[config.mk]
export PLATFORM = sky130hd
export DESIGN_NAME = uart_tx_arbiter
export DESIGN_NICKNAME = d
export VERILOG_FILES = /design/src/rtl/uart_tx_arbiter.sv
export SDC_FILE = /design/constraint.sdc
export NUM_CORES = 1
export LEC_CHECK = 0
export CELL_PAD_IN_SITES_DETAIL_PLACEMENT = 0
export CELL_PAD_IN_SITES_GLOBAL_PLACEMENT = 1
export CORE_MARGIN = 4
export CORE_UTILIZATION = 32
export DETAILED_ROUTE_END_ITERATION = 8
export GPL_TIMING_DRIVEN = 0
export PLACE_DENSITY_LB_ADDON = 0.15
export SYNTH_ARGS = -nofsm -noshare
export SYNTH_HDL_FRONTEND = slang
export SYNTH_SLANG_ARGS = --single-unit
[constraint.sdc]
create_clock -name clk -period 2.55 [get_ports clk]
set_input_delay 0.255 -clock clk [delete_from_list [all_inputs] [get_ports clk]]
set_output_delay 0.255 -clock clk [all_outputs]
set_load 0.02 [all_outputs]
[src/rtl/uart_tx_arbiter.sv]
// Round-robin arbiter that shares one UART transmitter between NUM_REQ byte producers.
// Define UART_TX_ARB_TIMEOUT_EN to abandon a launch when busy never rises within TIMEOUT_CYCLES.
module uart_tx_arbiter #(
  parameter int NUM_REQ        = 4,
  parameter int IDW            = (NUM_REQ > 1) ? $clog2(NUM_REQ) : 1,
  parameter int TIMEOUT_CYCLES = 1024
) (
  input  logic                 clk,
  input  logic                 reset,
  input  logic [NUM_REQ-1:0]   req_valid,
  input  logic [8*NUM_REQ-1:0] req_data,
  output logic [NUM_REQ-1:0]   req_ready,
  output logic                 uart_tx_start,
  output logic [7:0]           uart_tx_data,
  input  logic                 uart_tx_busy,
  output logic [IDW-1:0]       grant_id,
  output logic                 active,
  output logic                 timeout_err
);

  typedef enum logic [1:0] {IDLE, LAUNCH, WAIT} state_t;

  localparam logic [IDW-1:0] LAST_ID = IDW'(NUM_REQ - 1);

  state_t         state, state_nx;
  logic [IDW-1:0] ptr, ptr_nx, ptr_adv, grant_nx, sel;
  logic [7:0]     data_nx, sel_byte;
  logic           start_nx, active_nx, found, grant;

`ifdef UART_TX_ARB_TIMEOUT_EN
  localparam int CW = $clog2(TIMEOUT_CYCLES + 1);
  logic [CW-1:0] tmo_cnt, tmo_cnt_nx;
  logic          err_nx;
`endif

  // Rotating priority as two passes: first valid at or above ptr, else first valid from 0.
  always_comb begin
    found    = 1'b0;
    sel      = '0;
    sel_byte = '0;
    for (int unsigned g = 0; g < NUM_REQ; g++) begin
      if (!found && req_valid[g] && (g >= 32'(ptr))) begin
        found    = 1'b1;
        sel      = IDW'(g);
        sel_byte = req_data[8*g +: 8];
      end
    end
    for (int unsigned g = 0; g < NUM_REQ; g++) begin
      if (!found && req_valid[g]) begin
        found    = 1'b1;
        sel      = IDW'(g);
        sel_byte = req_data[8*g +: 8];
      end
    end
  end

  assign grant   = (state == IDLE) && !uart_tx_busy && found;
  assign ptr_adv = (grant_id == LAST_ID) ? '0 : grant_id + 1'b1;

  always_comb begin
    req_ready = '0;
    for (int unsigned g = 0; g < NUM_REQ; g++) begin
      req_ready[g] = grant && (sel == IDW'(g));
    end
  end

  always_comb begin
    state_nx  = state;
    ptr_nx    = ptr;
    grant_nx  = grant_id;
    start_nx  = uart_tx_start;
    active_nx = active;
    data_nx   = uart_tx_data;
`ifdef UART_TX_ARB_TIMEOUT_EN
    tmo_cnt_nx = tmo_cnt;
    err_nx     = 1'b0;
`endif
    case (state)
      IDLE: begin
        if (grant) begin
          state_nx  = LAUNCH;
          data_nx   = sel_byte;
          grant_nx  = sel;
          active_nx = 1'b1;
          start_nx  = 1'b1;
`ifdef UART_TX_ARB_TIMEOUT_EN
          tmo_cnt_nx = '0;
`endif
        end
      end
      LAUNCH: begin
        if (uart_tx_busy) begin
          start_nx = 1'b0;
          state_nx = WAIT;
        end
`ifdef UART_TX_ARB_TIMEOUT_EN
        else if (tmo_cnt == CW'(TIMEOUT_CYCLES - 1)) begin
          start_nx  = 1'b0;
          active_nx = 1'b0;
          err_nx    = 1'b1;
          ptr_nx    = ptr_adv;
          state_nx  = IDLE;
        end else begin
          tmo_cnt_nx = tmo_cnt + 1'b1;
        end
`endif
      end
      WAIT: begin
        if (!uart_tx_busy) begin
          active_nx = 1'b0;
          ptr_nx    = ptr_adv;
          state_nx  = IDLE;
        end
      end
      default: state_nx = IDLE;
    endcase
  end

  always_ff @(posedge clk or posedge reset) begin
    if (reset) begin
      state         <= IDLE;
      ptr           <= '0;
      grant_id      <= '0;
      active        <= 1'b0;
      uart_tx_start <= 1'b0;
      uart_tx_data  <= 8'h00;
    end else begin
      state         <= state_nx;
      ptr           <= ptr_nx;
      grant_id      <= grant_nx;
      active        <= active_nx;
      uart_tx_start <= start_nx;
      uart_tx_data  <= data_nx;
    end
  end

`ifdef UART_TX_ARB_TIMEOUT_EN
  always_ff @(posedge clk or posedge reset) begin
    if (reset) begin
      tmo_cnt     <= '0;
      timeout_err <= 1'b0;
    end else begin
      tmo_cnt     <= tmo_cnt_nx;
      timeout_err <= err_nx;
    end
  end
`else
  assign timeout_err = 1'b0;
`endif

endmodule

==> flow_summary.json, run 1 <==
{
  "outcome": "finished clean",
  "end_kind": "output port",
  "synth_edf_count": 0,
  "finalClockSkew_ns": 0.007057,
  "top_usage_layer": "met2",
  "syn_area_mm2": 0.001336,
  "worstPathArrival_ns": 2.16,
  "finalWirelength_mm": 4.796,
  "die_h_um": 72.62,
  "grt_pass1_wl_mm": 8.231,
  "synth.distinct_cells": 45,
  "numCtsBuffers": 3,
  "reg2reg_slack_ns": 0.46,
  "io_buffers": 52,
  "layout_commonest_cell": "clkdlybuf4s50_1",
  "fin_crit_sh_pct": 94.59,
  "final_cell_mix": "clkdlybuf4s50_1 (48), a21oi_1 (19), nand2_1 (18)",
  "min_period_ns": 2.412,
  "fp.coreArea_mm2": 0.004029,
  "postRouteAntennaNets": 0,
  "worstPathRequired_ns": 2.30,
  "worst_pin_slew_ns": 0.7744,
  "leakage_nw": 0.8560,
  "dp_hpwl_mm": 3.574,
  "wl_per_cell_um": 17.38,
  "slowest_stage": "or4_4",
  "gr-usage-all-layers_pct": 19.27,
  "die_w_um": 72.62,
  "yosysWarnings": 0,
  "drive_above_1_share_pct": 9.292,
  "finalCoreUtilization_pct": 48.98,
  "timing.fmax_mhz": 414.6,
  "rsz0062_at_grt": "false",
  "rows": 23,
  "drc": 0,
  "grt_max_degree": 17,
  "first_pass_iters": 4,
  "r2r-end": "uart_tx_data[2]",
  "drtIter0Drc": 94,
  "tritoncts": "built",
  "critPathMaxFanout": 10,
  "hold_viol": 0,
  "maxCapViolations": 0,
  "use_met3_pct": 3.857,
  "cts_sinks": 16,
  "yosysSeqAreaShare_pct": 29.96,
  "cts_max_level": 1,
  "worstRegToRegCells": 5,
  "clk_latency_ns": 0.26,
  "grt_pass1_vias": 1693,
  "syn_to_final_growth_pct": 47.66,
  "postCtsHoldBufs": 0,
  "synth_cells": 170,
  "avgSynthCellArea_um2": 7.860,
  "clockBufferDepth": 2,
  "antenna_cells": 0,
  "place_inst": 272,
  "final_net_count": 267,
  "place_congestion": 0.8637,
  "critPathLaunchType": "input pin",
  "avgViaCountPerCell": 5.641,
  "ir_worst_vdd_uv": 470.2,
  "cts_root_buf": "clkbuf_8",
  "maxSlewHeadroom_pct": 48.02,
  "num_vias": 1557,
  "r2r_start": "ptr[0]",
  "final_cells": 276,
  "setup.worst_path.class": "in2out",
  "synth_async_sr_flop_share_pct": 100.0,
  "synth.net_count": 210,
  "die_area_mm2": 0.005274,
  "setup_viol": 0,
  "start_util_pct": 33.17,
  "grtUsageMet2_pct": 32.26,
  "antenna_found_initial": 0,
  "maxSlewViolCount": 0,
  "synthFlopType": "dfrtp_1",
  "post_cts_resized": 6,
  "cts.clk_slew.worst_paths_ns": 0.07,
  "critPathMaxStageDelay_ns": 0.60,
  "hold_slack_ns": 0.3919,
  "ys_seq_elements": 16,
  "use_met1_pct": 25.63,
  "io_pins": 56,
  "postCtsSetupRepairBufs": 0,
  "hold_class": "in2async",
  "finalPower_mw": 1.567,
  "grt-ovfl-total": 0,
  "powerDensity_mw_per_mm2": 794.3,
  "cp_cell_sequence": "clkdlybuf4s50_1, or4_4, and2_4, buf_6, nand2_1, nor2_1, dlygate4sd2_1"
}
==> through the flow <==
step | area [µm²] | worst slack [ns] | TNS [ns]
after floorplan | 1336 | 0.8445 | 0
final | 1973 | 0.1380 | 0
after global routing | 1973 | 0.05044 | 0
after detailed placement | 1919 | -0.1246 | -0.3189
after global placement | 1919 | -0.09584 | -0.2577
after CTS | 1973 | 0.1509 | 0
==> synthesized netlist by cell type, types with 2 or more instances <==
cell type	count	area, µm²
a21oi_1	19	95.09
nand2_1	18	67.56
dfrtp_1	16	400.4
nor2_1	13	48.80
o21ai_1	10	50.05
a21o_1	7	52.55
and3_1	7	43.79
o221ai_1	7	61.31
a2111oi_0	6	52.55
nand3_1	6	30.03
inv_1	5	18.77
o21ai_0	5	25.02
buf_2	4	20.02
nand2b_1	4	25.02
buf_6	3	33.78
o21a_1	3	22.52
o22ai_1	3	18.77
a31oi_1	2	12.51
and3b_1	2	17.52
clkbuf_1	2	7.510
nor3_1	2	10.01
nor3b_1	2	15.01
or2_1	2	12.51
==> area by class of cell <==
type	instances	area, µm²
fillers	410	2056
clock buffers	4	55.05
multi-input cells	137	840.8
repair buffers	52	515.5
plain buffers	11	76.32
well taps	50	62.56
flip-flops and latches	16	400.4
inverters	6	22.52
==> how the worst max path moves through the flow <==
| stage | depth (start not counted) | slack [ns] | from | end |
|---|---|---|---|---|
| 2_1_floorplan | 5 | 0.84 | ptr[1] | req_ready[1] |
| 3_3_place_gp | 7 | -0.1 | req_valid[1] | req_ready[1] |
| 3_5_place_dp | 7 | -0.12 | req_valid[1] | req_ready[1] |
| 4_1_cts | 7 | 0.15 | req_valid[1] | req_ready[1] |
| 5_1_grt | 6 | 0.05 | ptr[0] | req_ready[1] |
| 6_report | 7 | 0.14 | req_valid[1] | req_ready[1] |
==> layer usage <==
layer	routed length (µm)	up-vias
met5	0	-
met2	2230	69
li1	-	749
met4	55	0
met3	336	8
met1	2173	731
==> state kept, by name (all words and copies together), names as in the netlist <==
register / flops
uart_tx_data: 8
ptr: 2
uart_tx_start: 1
state: 2
active: 1
grant_id: 2
==> logic make-up after synthesis <==
kind of cell             synth area share, %
AO/OA/AOI/OAI                          34.36
flip-flops                             29.96
AND/OR/NAND/NOR                        25.84
XOR/XNOR                              0.6556
multiplexers                          0.8426
buffers and inverters                  7.116
adder cells (fa/ha/maj)               0.9362
other                                 0.2806
==> critical path: cells and delay by family <==
family | cells | cell delay [ns]
buffers and inverters | 3 | 0.98
and+or+nand+nor | 4 | 0.92
==> power breakdown <==
part / total (mW) / internal [mW] / switching, mW
Combinational: 0.901 / 0.405 / 0.495
Clock: 0.234 / 0.137 / 0.0967
Sequential: 0.433 / 0.354 / 0.0792
Total: 1.57 / 0.896 / 0.671
No activity file was read; power rests on OpenSTA's default activity.
==> run 2: changes to the inputs <==
--- a/config.mk
+++ b/config.mk
@@ -7,6 +7,7 @@
 export LEC_CHECK = 0
 export CELL_PAD_IN_SITES_DETAIL_PLACEMENT = 0
 export CELL_PAD_IN_SITES_GLOBAL_PLACEMENT = 1
+export CORE_ASPECT_RATIO = 2
 export CORE_MARGIN = 4
 export CORE_UTILIZATION = 32
 export DETAILED_ROUTE_END_ITERATION = 8
==> flow_summary.json, run 2 (synthesis gave the netlist of run 1 again) <==
{
  "outcome": "finished clean",
  "layout_commonest_cell": "clkdlybuf4s50_1",
  "drive_above_1_share_pct": 9.292,
  "r2r-end": "uart_tx_data[2]",
  "ir_worst_vdd_uv": 330.9,
  "finalWirelength_mm": 4.941,
  "n_fill_cell": 406,
  "tritoncts": "built",
  "num_vias": 1547,
  "first_pass_iters": 4,
  "reg2reg_slack_ns": 0.48,
  "syn_to_final_growth_pct": 47.85,
  "critPathMaxFanout": 10,
  "clk_latency_ns": 0.24,
  "place_congestion": 0.9105,
  "die_h_um": 99.39,
  "powerDensity_mw_per_mm2": 792.2,
  "rows": 33,
  "final_cell_mix": "clkdlybuf4s50_1 (48), a21oi_1 (19), nand2_1 (18)",
  "dp_hpwl_mm": 4.104,
  "setup_slack_ns": 0.1503,
  "rsz0062_at_grt": "false",
  "place_inst": 274,
  "setup_tns_ns": 0,
  "io_buffers": 52,
  "worstPathRequired_ns": 2.30,
  "wl_per_cell_um": 17.77,
  "setup.worst_path.class": "in2out",
  "postCtsHoldBufs": 0,
  "io_pins": 56,
  "cts.clk_slew.worst_paths_ns": 0.06,
  "clockBufferDepth": 2,
  "cts_root_buf": "clkbuf_8",
  "cts_max_level": 1,
  "setup_viol": 0,
  "antenna_found_initial": 0,
  "largest_reg_flops": 8,
  "post-place-ws_ns": -0.1114,
  "fp.coreArea_mm2": 0.004088,
  "leakage_nw": 0.8560,
  "final_cells": 278,
  "hold_class": "in2async",
  "antenna_cells": 0,
  "maxSlewHeadroom_pct": 53.98,
  "hold_viol": 0,
  "die_w_um": 53.70,
  "gr-usage-all-layers_pct": 20.04,
  "drc": 0,
  "die_area_mm2": 0.005336,
  "grt_pass1_wl_mm": 8.038,
  "critPathLaunchType": "input pin",
  "finalCoreUtilization_pct": 48.33,
  "worstRegToRegCells": 5,
  "worst_pin_slew_ns": 0.6857,
  "regMostFlops": "uart_tx_data",
  "worstPathArrival_ns": 2.14,
  "drtIter0Drc": 46,
  "grt-ovfl-total": 0,
  "maxCapViolations": 0,
  "fin_crit_sh_pct": 94.11,
  "end_kind": "output port",
  "start_util_pct": 32.69,
  "finalClockSkew_ns": 0.001703,
  "grt_pass1_vias": 1683,
  "cts_sinks": 16,
  "numCtsBuffers": 3,
  "grt_max_degree": 17,
  "avgViaCountPerCell": 5.565,
  "timing.fmax_mhz": 416.7,
  "final_net_count": 267,
  "maxSlewViolCount": 0,
  "min_period_ns": 2.400,
  "r2r_start": "ptr[0]",
  "postRouteAntennaNets": 0
}
-- run 2: cell counts in the layout (fill, tap and decap cells not counted) --
Identical to the previous run, type by type.
-- run 2: worst max path at each step --
stage	endpoint	startpoint
4_1_cts	req_ready[1]	req_valid[1]
6_report	req_ready[1]	req_valid[3]
5_1_grt	req_ready[2]	req_valid[1]
3_3_place_gp	req_ready[3]	req_valid[1]
2_1_floorplan	req_ready[1]	ptr[1]
3_5_place_dp	req_ready[1]	req_valid[1]
-- run 2: final cells by class --
class | instances | area, µm² | area share, %
flip-flops and latches | 16 | 400.4 | 20.27
repair buffers | 52 | 515.5 | 26.09
inverters | 6 | 22.52 | 1.140
multi-input cells | 137 | 840.8 | 42.56
plain buffers | 11 | 76.32 | 3.863
well taps | 52 | 65.06 | 3.293
clock buffers | 4 | 55.05 | 2.787
-- run 2: stage by stage --
| step | total power [mW] | instance area, µm² | hold slack [ns] |
|---|---|---|---|
| 3_5_place_dp | 1.350 | 1922 | 0.4849 |
| 5_1_grt | 1.676 | 1976 | 0.4255 |
| 4_1_cts | 1.572 | 1976 | 0.4107 |
| 6_report | 1.565 | 1976 | 0.3836 |
| 2_1_floorplan | 0.9582 | 1336 | 0.1687 |
| 3_3_place_gp | 1.341 | 1922 | 0.4803 |
-- run 2: critical path, cell delays in order --
cell and delay, ns:
clkdlybuf4s50_1 0.59, or4_4 0.53, and2_4 0.16, buf_6 0.13
nand2_1 0.10, nor2_1 0.05, dlygate4sd2_1 0.31
-- run 2: repair_timing --
action / CTS / global route
endpoints found under the setup margin: 4 / 0
endpoints found under the hold margin: 0 / 0
gates resized for setup: 6 / 0
buffers inserted: 0 / 0
-- run 2: where the power goes --
part	internal [mW]	switching, mW	total [mW]	leakage, nW
combinational	0.405	0.501	0.906	0.632
sequential	0.354	0.0839	0.438	0.195
clock	0.137	0.0841	0.221	0.0288
total	0.896	0.669	1.57	0.856
-- run 2: layer usage --
layer  vias up  wire (µm)  track usage, %
met3         8        251           1.349
met2        60       2860           38.13
met1       734       1718           20.69
li1        745          -               -
met4         0        110           8.661
met5         -          0               0
==> run 3: changes to the inputs <==
--- a/config.mk
+++ b/config.mk
@@ -10,6 +10,7 @@
 export CORE_ASPECT_RATIO = 2
 export CORE_MARGIN = 4
 export CORE_UTILIZATION = 32
+export CTS_CLUSTER_SIZE = 28
 export DETAILED_ROUTE_END_ITERATION = 8
 export GPL_TIMING_DRIVEN = 0
 export PLACE_DENSITY_LB_ADDON = 0.15
==> constraint.sdc (replaced) <==
create_clock -name clk -period 2.55 [get_ports clk]
set_input_delay 0.3825 -clock clk [delete_from_list [all_inputs] [get_ports clk]]
set_output_delay 0.3825 -clock clk [all_outputs]
set_load 0.02 [all_outputs]
==> flow_summary.json, run 3 (synthesis gave the netlist of run 1 again) <==
{
  "outcome": "finished clean",
  "finalCoreUtilization_pct": 48.58,
  "clk_latency_ns": 0.24,
  "r2r_start": "ptr[0]",
  "first_pass_iters": 4,
  "grtUsageMet2_pct": 37.76,
  "io_pins": 56,
  "die_w_um": 53.70,
  "cts.clk_slew.worst_paths_ns": 0.06,
  "setup.worst_path.class": "in2out",
  "rsz0062_at_grt": "false",
  "regMostFlops": "uart_tx_data",
  "layout_commonest_cell": "clkdlybuf4s50_1",
  "maxSlewHeadroom_pct": 53.63,
  "swShare_pct": 42.79,
  "drtIter0Drc": 42,
  "ir_worst_vdd_uv": 344.7,
  "fin_crit_sh_pct": 94.53,
  "setup_slack_ns": 0.1394,
  "antenna_cells": 0,
  "seqPwrFrac_pct": 27.9,
  "leakage_nw": 0.8653,
  "drc": 0,
  "post-place-ws_ns": -0.3664,
  "dp_hpwl_mm": 4.104,
  "postCtsSetupRepairBufs": 0,
  "setup_viol": 0,
  "powerDensity_mw_per_mm2": 791.4,
  "internal-power_uw": 899.0,
  "numCtsBuffers": 3,
  "top_usage_layer": "met2",
  "io_buffers": 52,
  "critPathMaxFanout": 10,
  "reg2reg_slack_ns": 0.52,
  "drive_above_1_share_pct": 10.62,
  "syn_to_final_growth_pct": 48.60,
  "final_cell_mix": "clkdlybuf4s50_1 (46), a21oi_1 (19), nand2_1 (18)",
  "avgViaCountPerCell": 5.547,
  "rows": 33,
  "min_path_cells": 2,
  "num_vias": 1542,
  "worstPathRequired_ns": 2.17,
  "end_kind": "output port",
  "clockPowerShare_pct": 14.0,
  "grt-ovfl-total": 0,
  "min_period_ns": 2.411,
  "comb_power_share_pct": 58.0,
  "critPathLaunchType": "input pin",
  "finalWirelength_mm": 4.918,
  "timing.fmax_mhz": 414.8,
  "wl_per_cell_um": 17.69,
  "largest_reg_flops": 8,
  "fp.coreArea_mm2": 0.004088,
  "finalClockSkew_ns": 0.001546,
  "holdCritStartpoint": "uart_tx_data[4]",
  "r2r-end": "uart_tx_data[6]",
  "p_switching_uw": 672.5,
  "use_met3_pct": 1.349,
  "final_cells": 278,
  "use_met1_pct": 20.60,
  "slowest_stage": "or4_4",
  "critPathMaxStageDelay_ns": 0.58,
  "grt_max_degree": 17,
  "die_area_mm2": 0.005336,
  "maxCapViolations": 0,
  "die_h_um": 99.39,
  "grt_pass1_wl_mm": 8.031,
  "cp_common_cell": "dlygate4sd2_1",
  "antenna_found_initial": 0,
  "maxSlewViolCount": 0,
  "cts_root_buf": "clkbuf_8",
  "min_to": "uart_tx_data[4]",
  "worstPathArrival_ns": 2.03,
  "postRouteAntennaNets": 0,
  "gr-usage-all-layers_pct": 20.01,
  "place_congestion": 0.9105,
  "grt_pass1_vias": 1692,
  "final_net_count": 267,
  "start_util_pct": 32.69,
  "cts_max_level": 1,
  "finalPower_mw": 1.572,
  "worst_pin_slew_ns": 0.6909,
  "cp_cell_sequence": "dlygate4sd2_1, or4_4, and2_4, buf_6, nand2_1, nor2_1, dlygate4sd2_1",
  "hold_viol": 0,
  "place_inst": 274,
  "tritoncts": "built",
  "hold_class": "reg2reg",
  "worstRegToRegCells": 6,
  "clockBufferDepth": 2,
  "cts_sinks": 16
}
## run 3: changes by cell type in the layout (fill, tap and decap cells not counted)
cell	delta
a221oi_1	-1
a221oi_2	+1
buf_2	-1
clkbuf_1	-1
clkbuf_2	+2
clkdlybuf4s50_1	-2
dlygate4sd2_1	+2
nor3_1	-1
nor3_2	+1
## run 3: metrics by stage
step / setup TNS (ns) / hold WS (ns) / area (µm²)
6_report: 0 / 0.4970 / 1986
5_1_grt: 0 / 0.5500 / 1986
4_1_cts: 0 / 0.4991 / 1972
3_5_place_dp: -1.453 / 0.4849 / 1922
3_3_place_gp: -1.319 / 0.4803 / 1922
2_1_floorplan: 0 / 0.2962 / 1336
## run 3: area by class of cell
| cell class | count | area (µm²) |
|---|---|---|
| Buffer | 11 | 77.57 |
| Inverter | 6 | 22.52 |
| Tap cell | 52 | 65.06 |
| Multi-Input combinational cell | 137 | 852.1 |
| Clock buffer | 4 | 55.05 |
| Sequential cell | 16 | 400.4 |
| Timing Repair Buffer | 52 | 513.0 |
| Fill cell | 404 | 2102 |
## run 3: worst max path at each step
stage | slack (ns) | end | start | cells past startpoint
floorplan | 0.67 | req_ready[1] | req_valid[0] | 6
global placement | -0.35 | req_ready[3] | req_valid[1] | 7
detailed placement | -0.37 | req_ready[1] | req_valid[1] | 7
CTS | 0.003 | req_ready[2] | ptr[1] | 6
global route | 0.06 | req_ready[1] | ptr[1] | 6
finish | 0.14 | req_ready[1] | req_valid[1] | 7
## run 3: power by group through the flow
stage               sequential (mW)  combinational, mW  clock, mW
floorplan                     0.520              0.438          0
global placement              0.440              0.901          0
detailed placement            0.441              0.909          0
CTS                           0.439              0.905      0.226
global route                  0.454              0.995      0.235
finish                        0.439              0.912      0.221
## run 3: repair_timing
item / 4_1_cts / 5_1_grt
hold buffers: 0 / 0
gates resized for setup: 7 / 5
endpoints found under the setup margin: 4 / 4
## run 3: critical path, delay by kind of cell
kind	cells	cell delay [ns]
simple gates	4	0.89
buf+inv	3	0.74
## run 3: routing by layer
| layer | wire (µm) | share of wire (%) |
|---|---|---|
| met5 | 0 | 0 |
| met4 | 133 | 2.7 |
| met3 | 249 | 5.1 |
| met2 | 2813 | 57 |
| met1 | 1721 | 35 |
